$ cat config.mk
export PLATFORM = sky130hd
export DESIGN_NAME = fetch_stage
export DESIGN_NICKNAME = d
export VERILOG_FILES = /design/src/rtl/fetch_stage_pkg.sv /design/src/rtl/fetch_skid_buffer.sv /design/src/rtl/fetch_stage.sv
export SDC_FILE = /design/constraint.sdc
export NUM_CORES = 1
export LEC_CHECK = 0
export CORE_ASPECT_RATIO = 0.5
export CORE_MARGIN = 1.5
export CORE_UTILIZATION = 23
export CTS_BUF_LIST = sky130_fd_sc_hd__clkbuf_8
export CTS_CLUSTER_SIZE = 40
export DETAILED_ROUTE_END_ITERATION = 10
export GPL_TIMING_DRIVEN = 0
export MAX_ROUTING_LAYER = met4
export PLACE_DENSITY = 0.59
export SYNTH_ARGS = -nofsm -noshare
export SYNTH_HDL_FRONTEND = slang
export SYNTH_SLANG_ARGS = --single-unit
$ cat constraint.sdc
create_clock -name clk -period 2 [get_ports clk]
set_input_delay 0.5 -clock clk [delete_from_list [all_inputs] [get_ports clk]]
set_output_delay 0.5 -clock clk [all_outputs]
set_load 0.005 [all_outputs]
$ cat src/rtl/fetch_stage_pkg.sv
// Shared definitions for the instruction fetch stage: reset/bubble defaults,
// FSM state encoding and the IF/ID entry layout.
package fetch_stage_pkg;

   localparam int unsigned XLEN = 32;

   localparam logic [XLEN-1:0] RESET_VECTOR_DEFAULT = 32'h0000_0000;
   localparam logic [XLEN-1:0] NOP_INSTR_DEFAULT    = 32'h0000_0013;  // addi x0,x0,0
   localparam logic [XLEN-1:0] INSTR_BYTES          = 32'd4;

   typedef enum logic [1:0] {
      BOOT  = 2'd0,
      RUN   = 2'd1,
      HOLD  = 2'd2,
      FLUSH = 2'd3
   } fetch_state_e;

   // One fetched instruction as seen by the decoder.
   typedef struct packed {
      logic            valid;
      logic [XLEN-1:0] pc;
      logic [XLEN-1:0] instr;
   } fetch_entry_t;

endpackage

$ cat src/rtl/fetch_skid_buffer.sv
// One-entry skid buffer: parks a response that arrived while IF/ID was locked
// so it can be handed to IF/ID before any new fetch after the hold ends.
module fetch_skid_buffer
   import fetch_stage_pkg::*;
(
   input  logic            clk,
   input  logic            rst,
   input  logic            flush,
   input  logic            capture,
   input  logic            drain,
   input  logic [XLEN-1:0] pc,
   input  logic [XLEN-1:0] instr,
   output fetch_entry_t    entry
);

   logic            held;
   logic [XLEN-1:0] held_pc;
   logic [XLEN-1:0] held_instr;

   // Occupancy flag: reset and redirects empty the buffer, capture fills it.
   always_ff @(posedge clk) begin
      if (rst || flush) begin
         held <= 1'b0;
      end else if (capture) begin
         held <= 1'b1;
      end else if (drain) begin
         held <= 1'b0;
      end
   end

   // Payload capture.
   // NOTE: the payload is deliberately left out of reset; 'held' qualifies it,
   // so resetting these wide registers would buy nothing.
   always_ff @(posedge clk) begin
      if (capture) begin
         held_pc    <= pc;
         held_instr <= instr;
      end
   end

   assign entry = '{valid: held, pc: held_pc, instr: held_instr};

endmodule

$ cat src/rtl/fetch_stage.sv
// Instruction fetch stage: PC sequencing, imem request issue and the IF/ID
// pipeline register, steered by the hazard unit lockers and EX redirects.
// Build option: define FETCH_SKID_EN to keep a response that arrives while
// IF/ID is locked in a one-entry skid buffer instead of re-fetching it.
module fetch_stage
   import fetch_stage_pkg::*;
#(
   parameter logic [XLEN-1:0] RESET_VECTOR = RESET_VECTOR_DEFAULT,
   parameter logic [XLEN-1:0] NOP_INSTR    = NOP_INSTR_DEFAULT
) (
   input  logic            clk,
   input  logic            rst,
   input  logic            PCLocker,
   input  logic            IF_IDLocker,
   input  logic            redirectValid,
   input  logic [XLEN-1:0] redirectPC,
   output logic            imemReqValid,
   output logic [XLEN-1:0] imemReqAddr,
   input  logic            imemRespValid,
   input  logic [XLEN-1:0] imemRespData,
   output logic            ifIdValid,
   output logic [XLEN-1:0] ifIdPC,
   output logic [XLEN-1:0] ifIdInstr,
   output logic [XLEN-1:0] pcOut
);

   fetch_state_e    state;
   logic [XLEN-1:0] pc;
   logic [XLEN-1:0] resp_pc;      // address requested last cycle = PC of this cycle's response
   logic            req_valid;
   fetch_entry_t    if_id;
   fetch_entry_t    if_id_load;
   fetch_entry_t    resp_entry;
   fetch_entry_t    skid_entry;
   logic [XLEN-1:0] replay_pc;    // PC to resume from once the hold is released
   logic            resp_ok;
   logic            stall;
   logic            redirect_taken;

   // Only RUN consumes responses: FLUSH sees the wrong path, HOLD freezes
   // IF/ID, and BOOT may still see a reply to a pre-reset request.
   assign resp_ok        = imemRespValid && (state == RUN);
   assign resp_entry     = '{valid: 1'b1, pc: resp_pc, instr: imemRespData};
   assign stall          = !PCLocker || !IF_IDLocker;
   assign redirect_taken = redirectValid && (state != BOOT);

`ifdef FETCH_SKID_EN
   logic skid_capture;
   logic skid_drain;

   // A response that IF/ID cannot take is parked; the in-flight request behind
   // it is dropped and re-issued from the unchanged PC.
   assign skid_capture = resp_ok && !IF_IDLocker && !redirect_taken;
   assign skid_drain   = (state == RUN) && IF_IDLocker && skid_entry.valid && !redirect_taken;
   assign replay_pc    = pc;

   fetch_skid_buffer u_skid (
      .clk     (clk),
      .rst     (rst),
      .flush   (redirect_taken),
      .capture (skid_capture),
      .drain   (skid_drain),
      .pc      (resp_pc),
      .instr   (imemRespData),
      .entry   (skid_entry)
   );
`else
   assign skid_entry = '{valid: 1'b0, pc: '0, instr: '0};
   // A response dropped because IF/ID is locked must be fetched again.
   assign replay_pc  = (resp_ok && !IF_IDLocker) ? resp_pc : pc;
`endif

   // Value IF/ID takes when it is allowed to load: parked entry first, then
   // this cycle's response, otherwise a bubble.
   // NOTE: the default assignment first guarantees no latch is inferred.
   always_comb begin
      if_id_load = '{valid: 1'b0, pc: if_id.pc, instr: NOP_INSTR};
      if (skid_entry.valid) begin
         if_id_load = skid_entry;
      end else if (resp_ok) begin
         if_id_load = resp_entry;
      end
   end

   // Fetch FSM with registered PC, request and IF/ID outputs.
   // NOTE: state registers use non-blocking assignments so every register
   // samples the pre-edge values, independent of statement order.
   always_ff @(posedge clk) begin
      if (rst) begin
         state     <= BOOT;
         pc        <= RESET_VECTOR;
         req_valid <= 1'b0;
         if_id     <= '{valid: 1'b0, pc: '0, instr: NOP_INSTR};
      end else if (redirect_taken) begin
         state       <= FLUSH;
         pc          <= redirectPC;
         req_valid   <= 1'b1;
         if_id.valid <= 1'b0;
         if_id.instr <= NOP_INSTR;
      end else begin
         case (state)
            BOOT: begin
               state     <= RUN;
               req_valid <= 1'b1;
            end
            RUN, FLUSH: begin
               if (IF_IDLocker) begin
                  if_id <= if_id_load;
               end
               if (stall) begin
                  state     <= HOLD;
                  req_valid <= 1'b0;
                  pc        <= replay_pc;
               end else begin
                  state     <= RUN;
                  req_valid <= 1'b1;
                  pc        <= pc + INSTR_BYTES;
               end
            end
            HOLD: begin
               if (!stall) begin
                  state     <= RUN;
                  req_valid <= 1'b1;
               end
            end
            default: state <= BOOT;
         endcase
      end
   end

   // Remember which address the next response belongs to.
   always_ff @(posedge clk) begin
      if (rst) begin
         resp_pc <= RESET_VECTOR;
      end else begin
         resp_pc <= pc;
      end
   end

   assign imemReqValid = req_valid;
   assign imemReqAddr  = pc;
   assign pcOut        = pc;
   assign ifIdValid    = if_id.valid;
   assign ifIdPC       = if_id.pc;
   assign ifIdInstr    = if_id.instr;

endmodule
# After elaboration in Yosys (flattened, before gate mapping)
# Index checks and enable logic that the tools add are counted.
word_totals:
  ff_bits: 132
  out_inout_bits: 130
op_classes:
  add_sub_neg: 1
  eq_ne: 5
  muxes: 13
  bitwise: 1
  reduce_logical: 14
op_table:
  columns: ["op", "count"]
  rows:
  - ["$mux 32", 4]
  - ["$mux 65", 1]
  - ["$add 32x3->32 const B", 1]
  - ["$mux 2", 3]
  - ["$pmux 2 s3", 1]
  - ["$eq 2x2->1 const B", 2]
  - ["$reduce_and 2->1", 2]
  - ["$reduce_and 4->1", 1]
  - ["$reduce_bool 2->1", 2]
  - ["$reduce_or 2->1", 2]
  - ["$logic_and 1x1->1", 3]
  - ["$mux 1", 3]
  - ["$ne 3x1->1 const B", 1]
  - ["$ne 3x3->1 const B", 1]
  - ["$pmux 1 s3", 1]
  - ["$eq 2x1->1 const B", 1]
  - ["$logic_not 1->1", 2]
  - ["$logic_not 2->1", 1]
  - ["$logic_or 1x1->1", 1]
  - ["$not 1->1", 1]

# Longest topological paths before layout
# Gate-level depths: netlist of run 1.
depth:
  depth_word: 7
  depth_mapped: 8

# Worst setup path after synthesis of run 1
# No wires, ideal clock.
synth_path:
  path_type: "reg2reg"
  from: "register pc[2] (netlist: imemReqAddr[2])"
  to: "register pc[24] (netlist: imemReqAddr[24])"
  setup_time_ns: 0.067
  t_arrival_ns: 2.033
  setup_slack_ns: -0.100
  stages_incl_launch_ff: 7
  n_path_buf: 0
  period_less_slack_ns: 2.100
  cell_sequence: "dfxtp_1 > ha_1 > nand3_2 > or4_4 > or4_1 > a31o_1 > a21oi_2"
synth_via:
  elab_chain_cells: 4
synth_lines:
  columns: ["element", "line_no", "text"]
  rows:
  - ["start, declared", "fetch_stage.sv:28", "logic [XLEN-1:0] pc;"]
  - ["start signal, assigned", "fetch_stage.sv:96", "pc <= redirectPC;"]
  - ["start signal, assigned", "fetch_stage.sv:113", "pc <= replay_pc;"]
  - ["start signal, assigned", "fetch_stage.sv:117", "pc <= pc + INSTR_BYTES;"]
  - ["$add 32x3->32", "fetch_stage.sv:117", null]
  - ["$mux 32", "fetch_stage.sv:110", "if (stall) begin"]
  - ["$mux 32", "fetch_stage.sv:101", "case (state)"]
  - ["$mux 32", "fetch_stage.sv:94", "end else if (redirect_taken) begin"]
# Every way passes these cells. The select of a mux whose other input is x is not followed.
# A chain may end at the register's enable or synchronous reset.

# Worst setup path after layout of run 1
layout_path:
  from: "register pc[3] (netlist: imemReqAddr[3])"
  to: "register pc[24] (netlist: imemReqAddr[24])"
# The elaborated chain is that of the path after synthesis.

==> summary.txt, run 1 <==
Synthesis
  – Cell variety after synth: 53
  – Post-synth top area share: 46.6%
  – Adder-Cell Fraction of Synth Area: 0.222%
  – Compound-Gate Fraction of Synth Area: 21.0%
  – Main combinational cell family by area after synthesis: simple AND/OR/NAND/NOR gates
  – Sequential area share after synthesis: 46.6%
  – Post-synth EDFFs: 0
  – Number of synthesized register bits: 131
  – Netlist Area Pre-Place: 5630 um2
  – Ys Warns: 0
  – Simple-Gate Fraction of Synth Area: 23.2%
  – Post-Syn Area per Cell: 8.22 um2
  – Synth Area in XOR/XNOR: 0%
  – Post-synth top area cell: dfxtp_1
  – Primary FF master, synth: dfxtp_1
  – Syn nets: 756
  – Top cells by area, synth: dfxtp_1, nand2_1, a21oi_1
  – FFs w/ async S/R, synth: 0%
  – Synthesized instance count: 685
  – Multiplexer area fraction after synthesis: 1.07%

Critical path
  – Reg2reg start: imemReqAddr[3]
  – Req. time, crit path: 2.39 ns
  – Crit path buf inv count: 0
  – Crit path arrival time: 2.37 ns
  – CP Cell Sequence: ha_4, nand3_4, or4_4, or4_1, a31o_1, a21oi_2
  – Crit path capture type: register
  – Biggest cell delay along the critical path: 0.52 ns
  – Stages on the worst setup path: 6
  – Reg2Reg Setup Slack: 0.02 ns
  – Worst path top cell family by delay: simple AND/OR/NAND/NOR gates
  – Setup crit start kind: register
  – Crit-path max FO: 6
  – Worst r2r dst: imemReqAddr[24]
  – Crit Path Category: register to register
  – Slowest CP cell: or4_4
  – R2R depth: 6

Global route
  – Total GRT Usage: 17.7%
  – Antenna violations before repair: 0
  – Pin count of the biggest net entering global routing: 20
  – Vias in the first global route: 5869
  – First-pass GRT wire length: 33.4 mm
  – Gr ovfl total: 0

Cells and area
  – Share of layout cells above drive strength 1: 18.8%
  – Synth-to-layout area growth: 58.2%
  – Final net count: 990
  – Post-layout util: 37.1%
  – Fill cell count: 2454
  – # diodes: 0
  – Design area: 8910 um2
  – Multi-input logic area: 2720 um2
  – Register area: 2730 um2
  – Final Non-Filler Cells: 1247

Detailed routing
  – DRC: 0
  – Wl on met1: 9.64 mm
  – Antenna Nets Post-Route: 0
  – Vias per Instance: 4.94
  – Met2 WL: 10.5 mm
  – Violation count after the first detailed-route iteration: 533
  – Top Metal Used: met4
  – Final Routed Wirelength: 22.2 mm
  – Per-cell routed wire length: 17.8 um
  – Detailed-route via count: 6162
  – Met3 WL: 1.43 mm
  – Initial DRT Pass Iterations: 5

Power and ir drop
  – Leakage: 3.30 nW
  – Switching pwr: 1.77 mW
  – Pwr dens: 661 nW/um2
  – Clock Power Share: 36.0%
  – Comb power frac: 16.8%
  – Sw frac: 30.1%
  – Peak VDD IR: 0.427 mV
  – Power Internal: 4.12 mW
  – Reg power frac: 47.2%

STA
  – Setup ws final: 0.0163 ns
  – Final hold violations: 0
  – Slew HR: 46.6%
  – Clock Skew: 0.0147 ns
  – Highest clock rate: 504 MHz
  – Tmin final: 1.98 ns
  – Worst hold slack: 0.456 ns
  – Final Slew Violations: 0
  – Pin slew with the least headroom to its limit: 0.802 ns
  – RSZ-0062 raised after global routing: yes
  – Period utilization: 99.2%
  – Final setup violation count: 0

Placement
  – Setup WS pre-CTS: -1.28 ns
  – HPWL Detailed: 16.2 mm
  – Post-Place Cell Area: 8030 um2
  – Buffers on Ports: 199
  – Post-placement cell count: 1199
  – Gp weighted congestion: 0.909

Min path
  – Hold Path End: ifIdPC[10]
  – Worst hold stages: 2
  – Hold Path Class: register to register
  – Hold_sp: ifIdPC[10]

Clock network
  – CTS tree: done
  – Total CTS buffers: 17
  – Cts-stage hold buffer count: 0
  – Clock transition at path regs: 0.09 ns
  – Root buf cell: clkbuf_8
  – Later-pin clock latency in the skew report: 0.45 ns
  – Max Root-Sink Buffers: 2
  – Max H-tree Level: 4
  – Clk sinks: 131

Floorplanning
  – Die footprint: 25500 um2
  – Die Ht: 114 um
  – DIE WIDTH: 224 um
  – Total I/O pin count: 200
  – Core area: 24000 um2
  – FP Rows: 40
  – Initial Utilization: 23.4%

Status
  – Outcome: complete, no violations

Job
  – # Max-Cap Violations: 0
[timing repair]
item | in CTS | in global routing
endpoints found under the setup margin | 152 | 121
gates resized for setup | 108 | 51
pin swaps | 5 | 5
buffers inserted | 5 | 14
[Yosys cell counts, drive strengths merged, types with 7 or more instances]
master    n
clkbuf   45
a211oi    8
o22ai     9
nand2   111
a21oi    68
buf      38
dfxtp   131
nor4      7
nand3    25
o311ai    7
a22oi    31
and3      9
o21ai    26
nor2b    29
nand4    10
nor3      7
nor2     54
a31oi     7
[layer usage]
metal | GRT usage (%) | up-vias
li1 | - | 2876
met2 | 28.2 | 258
met1 | 22.1 | 2981
met5 | - | -
met3 | 3.35 | 47
met4 | 7.20 | 0
[stage by stage]
stage                     total power, mW  setup TNS [ns]
final                                5.89               0
after global routing                 6.15          -0.126
after CTS                            5.91               0
after detailed placement             3.76          -99.86
after global placement               3.74          -97.32
after floorplan                      3.22               0
[sequential cells by signal (all words and copies together), names as in the netlist]
register      flops
ifIdValid         1
state             1
imemReqAddr      32
resp_pc          32
ifIdPC           32
imemReqValid      1
ifIdInstr        32
[cell type report]
cell class,count,share of cell area (%)
flip-flops and latches,131,30.7
multi-input cells,468,30.6
repair buffers,218,24.4
plain buffers,80,5.66
well taps,315,4.42
clock buffers,19,2.94
clock inverters,13,1.15
inverters,3,0.126
[power groups by stage]
stage               Sequential (mW)  Clock [mW]  Combinational [mW]
CTS                            2.79        2.17               0.951
global route                   2.80        2.30                1.06
floorplan                      2.82           0               0.402
global placement               2.85           0               0.891
detailed placement             2.85           0               0.903
finish                         2.78        2.12               0.988
[worst max path at each step]
stage | slack (ns) | endpoint | from
finish | 0.02 | imemReqAddr[24] | imemReqAddr[3]
global route | -0.05 | imemReqAddr[24] | imemReqAddr[2]
CTS | 0.00009 | pcOut[16] | imemReqAddr[16]
detailed placement | -1.28 | imemReqAddr[18] | IF_IDLocker
global placement | -1.26 | imemReqAddr[18] | IF_IDLocker
floorplan | 0.006 | imemReqAddr[24] | imemReqAddr[2]
[worst min-delay path, delay by kind of cell (launching register included)]
family / cells / cell delay [ns]
flops: 1 / 0.31
compound gates: 1 / 0.05
simple gates: 1 / 0.05
[placed cells by master (no fill, tap or decap), drive strengths merged, types with 10 or more instances in the layout]
master / n
a22oi: 31
buf: 57
nand3: 25
nor2b: 29
dfxtp: 131
o21ai: 26
nand4: 10
clkbuf: 60
nand2: 111
a21oi: 68
dlymetal6s2s: 12
clkdlybuf4s50: 187
nor2: 54
[cell families after synthesis]
| kind of cell | Yosys count |
|---|---|
| and+or+nand+nor | 275 |
| DFF | 131 |
| adders and majority gates | 1 |
| muxes | 6 |
| buffers and inverters | 86 |
| AOI/OAI and AO/OA | 186 |
(Power assumes the default switching activity.)
==> inputs of run 2 (changes only) <==
- ABC_AREA: unset -> 1
- PLACE_DENSITY: 0.59 -> 0.58
==> run 2 against run 1 <==
Die area is 9.0% higher. Flip-flop and latch count stayed put. Register-to-register slack better by 0.14 ns. Core utilization is 2.1 points lower. Maximum frequency is 1.4% higher. Via count is 2.9% higher. Setup slack better by 0.028 ns. Non-clock buffer count is 21 lower. Clock skew is 0.0051 ns higher. Combinational power is 50% higher. Critical endpoint is now pcOut[13].
==> summary.txt, run 2 <==
Status
  – Outcome: complete, no violations

Global route
  – Gr ovfl total: 0
  – Total GRT Usage: 16.3%
  – Antenna violations before repair: 1
  – Vias in the first global route: 6054
  – First-pass GRT wire length: 33.7 mm
  – Pin count of the biggest net entering global routing: 17

Critical path
  – Req. time, crit path: 1.50 ns
  – Crit Path Category: register to primary output
  – Slowest CP cell: clkdlybuf4s50_1
  – Setup crit start kind: register
  – Biggest cell delay along the critical path: 0.48 ns
  – Crit path arrival time: 1.46 ns
  – CP Cell Sequence: buf_4, clkdlybuf4s50_1
  – Crit-path max FO: 6
  – Crit path capture type: primary output

STA
  – Pin slew with the least headroom to its limit: 0.644 ns
  – Highest clock rate: 511 MHz
  – Final setup violation count: 0
  – RSZ-0062 raised after global routing: no
  – Final Slew Violations: 0
  – Period utilization: 97.8%
  – Final hold violations: 0
  – Clock Skew: 0.0198 ns
  – Tmin final: 1.96 ns
  – Slew HR: 57.1%

Synthesis
  – Adder-Cell Fraction of Synth Area: 0.204%
  – Ys Warns: 0
  – Post-synth EDFFs: 0
  – Syn nets: 956
  – Most frequent cells after synthesis: nand2_1, nor2_1, dfxtp_1
  – Main combinational cell family by area after synthesis: simple AND/OR/NAND/NOR gates
  – Simple-Gate Fraction of Synth Area: 33.4%
  – Count leader, synth: nand2_1
  – FFs w/ async S/R, synth: 0%
  – Netlist Area Pre-Place: 6150 um2
  – Number of synthesized register bits: 131
  – Post-synth top area cell: dfxtp_1
  – Top cells by area, synth: dfxtp_1, nand2_1, nor2_1
  – Synthesized instance count: 885
  – Post-Syn Area per Cell: 6.95 um2
  – Multiplexer area fraction after synthesis: 0%
  – Synth Area in XOR/XNOR: 0.142%
  – Post-synth top area share: 42.7%
  – Sequential area share after synthesis: 42.7%
  – Primary FF master, synth: dfxtp_1
  – Cell variety after synth: 31
  – Compound-Gate Fraction of Synth Area: 11.8%

Detailed routing
  – Initial DRT Pass Iterations: 5
  – Violation count after the first detailed-route iteration: 343
  – Detailed-route via count: 6343
  – Per-cell routed wire length: 15.1 um
  – DRC: 0
  – Vias per Instance: 4.29
  – Antenna Nets Post-Route: 0
  – Final Routed Wirelength: 22.2 mm

Floorplanning
  – Die Ht: 119 um
  – DIE WIDTH: 234 um
  – Core area: 26300 um2
  – Die footprint: 27800 um2
  – Initial Utilization: 23.3%
  – Total I/O pin count: 200
  – FP Rows: 42

Clock network
  – Cts-stage hold buffer count: 0
  – Max Root-Sink Buffers: 2
  – Root buf cell: clkbuf_8
  – Max H-tree Level: 4
  – Later-pin clock latency in the skew report: 0.47 ns
  – CTS tree: done
  – Total CTS buffers: 17
  – Clk sinks: 131
  – Clock transition at path regs: 0.08 ns

Power and ir drop
  – Pwr dens: 749 nW/um2
  – Pwr Total: 6.89 mW
  – Peak VDD IR: 0.342 mV
  – Leakage: 3.72 nW

Cells and area
  – Commonest cells after routing, fill and taps aside: nand2_1, clkdlybuf4s50_1, nor2_1
  – Fill cell count: 2786
  – Share of layout cells above drive strength 1: 15.2%
  – Most common cell after layout, fill and taps aside: nand2_1
  – Final net count: 1183
  – Final Non-Filler Cells: 1477
  – Synth-to-layout area growth: 49.7%

Placement
  – Post-placement cell count: 1436
  – Buffers on Ports: 199
  – Gp weighted congestion: 0.868
  – HPWL Detailed: 17.0 mm

Job
  – # Max-Cap Violations: 0

Min path
  – Hold Path Class: register to register
==> run 2: cell count changes after synthesis, sizes merged, moves of 31 or more <==
cell | before | now
a22oi | 31 | 0
inv | 3 | 64
nor2 | 54 | 159
nand2 | 111 | 276
==> run 2: path summary, 6_finish.rpt <==
check | startpoint | endpoint | slack, ns | cells past startpoint
min reg2reg | resp_pc[27] | ifIdPC[27] | 0.46 | 2
max | imemReqAddr[13] | pcOut[13] | 0.04 | 2
max reg2reg | imemReqAddr[7] | imemReqAddr[19] | 0.16 | 8
min | resp_pc[27] | ifIdPC[27] | 0.46 | 2
==> run 2: timing repair <==
action / 4_1_cts / 5_1_grt
gates resized for setup: 48 / 26
endpoints found under the setup margin: 64 / 38
buffers inserted: 1 / 8
endpoints found under the hold margin: 0 / 0
==> run 2: through the flow <==
stage | hold WS [ns] | setup TNS, ns | area, um2 | setup WS [ns] | util, %
after floorplan | 0.425 | 0 | 6150 | 0.507 | -
after global placement | 0.443 | -17.13 | 8580 | -0.595 | 32.6
after detailed placement | 0.443 | -18.52 | 8580 | -0.633 | 32.6
after CTS | 0.459 | 0 | 9080 | 0.00119 | 34.5
after global routing | 0.469 | 0 | 9200 | 0.00172 | 35.0
final | 0.455 | 0 | 9200 | 0.0443 | 35.0
==> run 2: kinds of logic (layout without fill, tap and decap cells) <==
logic type	Yosys count	in the layout
AOI/OAI and AO/OA	126	126
xor gates and xnor gates	1	1
adders and majority gates	1	1
buffers and inverters	133	372
DFF	131	131
other	0	1
and+or+nand+nor	493	493
==> run 2: area by class of cell <==
class	instances	area (um2)	share of cell area, %
repair buffers	208	2080	22.6
plain buffers	69	488	5.30
flip-flops and latches	131	2730	29.6
clock inverters	12	156	1.70
clock buffers	19	262	2.84
well taps	352	440	4.79
multi-input cells	621	2810	30.5
inverters	64	240	2.61
diodes	1	2.50	0.0272
==> run 2: power by group <==
group	total [mW]	internal, mW	switching (mW)
Sequential	2.97	2.78	0.182
Clock	2.44	1.30	1.15
Combinational	1.48	0.782	0.702
==> run 2: worst max-delay path: cells and delay by family (launching register included) <==
family                 cells  cell delay (ns)
buffers and inverters      2             0.60
DFF                        1             0.40
==> run 2: per-layer routing <==
metal / wire length (um) / global-route usage [%] / part of all wire [%] / up-vias
met5: 0 / - / 0 / -
met4: 290 / 4.77 / 1.3 / 0
met3: 777 / 2.87 / 3.5 / 19
met2: 11200 / 27.5 / 50 / 113
met1: 10000 / 19.9 / 45 / 3007
li1: - / - / - / 3204
==> inputs of run 3 (changes only) <==
- GPL_TIMING_DRIVEN: 0 -> 1
==> run 3 against run 2 <==
Combinational power down 5%. Clock power down 9.4%. Highest routed layer unchanged. First-iteration DRC count rose by 1.2%. Design area fell by 3.1%. Non-clock buffer count fell by 43. Via count decreased by 2.6%. Clock-buffer cell count fell by 2. Maximum frequency grew 0.19%. Die area is the same. Routed wire length decreased by 7.6%.
==> summary.txt, run 3 (same netlist as run 2, synthesis figures left out) <==
Global route
  – Vias in the first global route: 5847
  – Met1 Usage GRT: 18.2%
  – GRT met3 Usage: 2.78%
  – Total GRT Usage: 15.0%
  – First-pass GRT wire length: 31.8 mm
  – Gr ovfl total: 0
  – GRT busiest layer: met2
  – Pin count of the biggest net entering global routing: 45
  – Met2 global-route usage: 25.2%
  – Antenna violations before repair: 0

Cells and area
  – Multi-input logic area: 2800 um2
  – # diodes: 0
  – Share of layout cells above drive strength 1: 12.5%
  – Fill cell count: 2730
  – Design area: 8920 um2
  – Commonest cells after routing, fill and taps aside: nand2_1, clkdlybuf4s50_1, nor2_1
  – Final net count: 1140
  – Most common cell after layout, fill and taps aside: nand2_1
  – Post-layout util: 33.9%
  – Synth-to-layout area growth: 45.1%
  – Register area: 2650 um2

Clock network
  – Cts-stage hold buffer count: 0
  – Clk sinks: 131
  – Root buf cell: clkbuf_8
  – CTS tree: done
  – Max H-tree Level: 4
  – Max Root-Sink Buffers: 2
  – Total CTS buffers: 17
  – Clock transition at path regs: 0.09 ns
  – Later-pin clock latency in the skew report: 0.44 ns
  – Post-CTS setup buffers: 0

Critical path
  – Worst path top cell family by delay: buffers and inverters
  – Crit Path Category: register to primary output
  – Req. time, crit path: 1.50 ns
  – CP startpoint: imemReqAddr[26]
  – Crit-path max FO: 3
  – R2R depth: 10
  – Crit path buf inv count: 1
  – Stages on the worst setup path: 1
  – CP Cell Sequence: clkdlybuf4s50_1
  – Slowest CP cell: clkdlybuf4s50_1
  – Worst r2r dst: imemReqAddr[12]
  – Setup crit start kind: register
  – Reg2reg start: imemReqAddr[2]
  – Crit path capture type: primary output
  – Reg2Reg Setup Slack: 0.16 ns
  – Worst setup path end: imemReqAddr[26]
  – Crit path arrival time: 1.45 ns
  – Biggest cell delay along the critical path: 0.55 ns

Floorplanning
  – Die Ht: 119 um
  – Core area: 26300 um2
  – Die footprint: 27800 um2
  – DIE WIDTH: 234 um
  – FP Rows: 42
  – Total I/O pin count: 200
  – Initial Utilization: 23.3%

STA
  – Setup ws final: 0.0480 ns
  – Setup TNS: 0 ns
  – Slew HR: 68.3%
  – Final setup violation count: 0
  – Clock Skew: 0.0165 ns
  – RSZ-0062 raised after global routing: no
  – Period utilization: 97.6%
  – Final hold violations: 0
  – Highest clock rate: 512 MHz
  – Final Slew Violations: 0
  – Tmin final: 1.95 ns
  – Pin slew with the least headroom to its limit: 0.476 ns

Detailed routing
  – DRC: 0
  – Vias per Instance: 4.31
  – Initial DRT Pass Iterations: 5
  – Antenna Nets Post-Route: 0
  – Violation count after the first detailed-route iteration: 347
  – Per-cell routed wire length: 14.3 um
  – Detailed-route via count: 6177
  – Final Routed Wirelength: 20.5 mm

Min path
  – Worst hold stages: 3
  – Hold Path Class: primary input to register

Power and ir drop
  – Pwr dens: 737 nW/um2
  – Leakage: 3.46 nW
  – Peak VDD IR: 0.390 mV

Placement
  – Gp weighted congestion: 0.886
  – HPWL Detailed: 15.7 mm
  – Buffers on Ports: 199
  – Setup WS pre-CTS: -0.0776 ns
  – Post-Place Cell Area: 8520 um2

Status
  – Outcome: complete, no violations

Job
  – # Max-Cap Violations: 0
-- run 3: changes by cell type in the layout (fill, tap and decap cells not counted), sizes merged, moves of 2 or more --
cell / change
clkdlybuf4s50: +5
dlymetal6s2s: -6
clkinvlp: -2
clkbuf: -18
buf: -26
clkinv: +5
-- run 3: worst min-delay path, stage by stage --
cell and delay [ns]:
buf_2 0.10, buf_4 0.18, nor2_1 0.06
-- run 3: cell type report --
cell class	count	share of cell area (%)
repair buffers	234	27.1
well taps	352	4.94
clock inverters	13	1.53
multi-input cells	621	31.4
inverters	64	2.69
flip-flops and latches	131	29.7
clock buffers	17	2.62
-- run 3: layer usage --
layer	share of wire, %	vias up	wire length [um]
met3	4.0	26	813
met1	44	2920	9080
met5	0	-	0
met2	50	114	10300
li1	-	3117	-
met4	1.8	0	373
-- run 3: worst min path at each step --
stage | slack, ns | to | start
finish | 0.44 | resp_pc[0] | rst
global route | 0.43 | resp_pc[1] | rst
CTS | 0.42 | resp_pc[0] | rst
detailed placement | 0.45 | ifIdPC[31] | resp_pc[31]
global placement | 0.44 | ifIdPC[31] | resp_pc[31]
floorplan | 0.42 | ifIdPC[23] | resp_pc[23]
-- run 3: repair_timing --
| action | in CTS | in global routing |
|---|---|---|
| gates resized for setup | 15 | 12 |
| endpoints found under the setup margin | 26 | 21 |
| endpoints found under the hold margin | 0 | 0 |
-- run 3: metrics by stage --
stage,power (mW),std cells,hold WS (ns)
after floorplan,3.70,885,0.425
after global placement,4.41,1402,0.438
after detailed placement,4.43,1402,0.448
after CTS,6.64,1432,0.416
after global routing,6.90,1432,0.425
final,6.58,1432,0.439
-- run 3: power by group --
group | total (mW) | internal [mW] | switching, mW
sequential | 2.96 | 2.78 | 0.178
combinational | 1.41 | 0.744 | 0.665
clock | 2.21 | 1.09 | 1.11
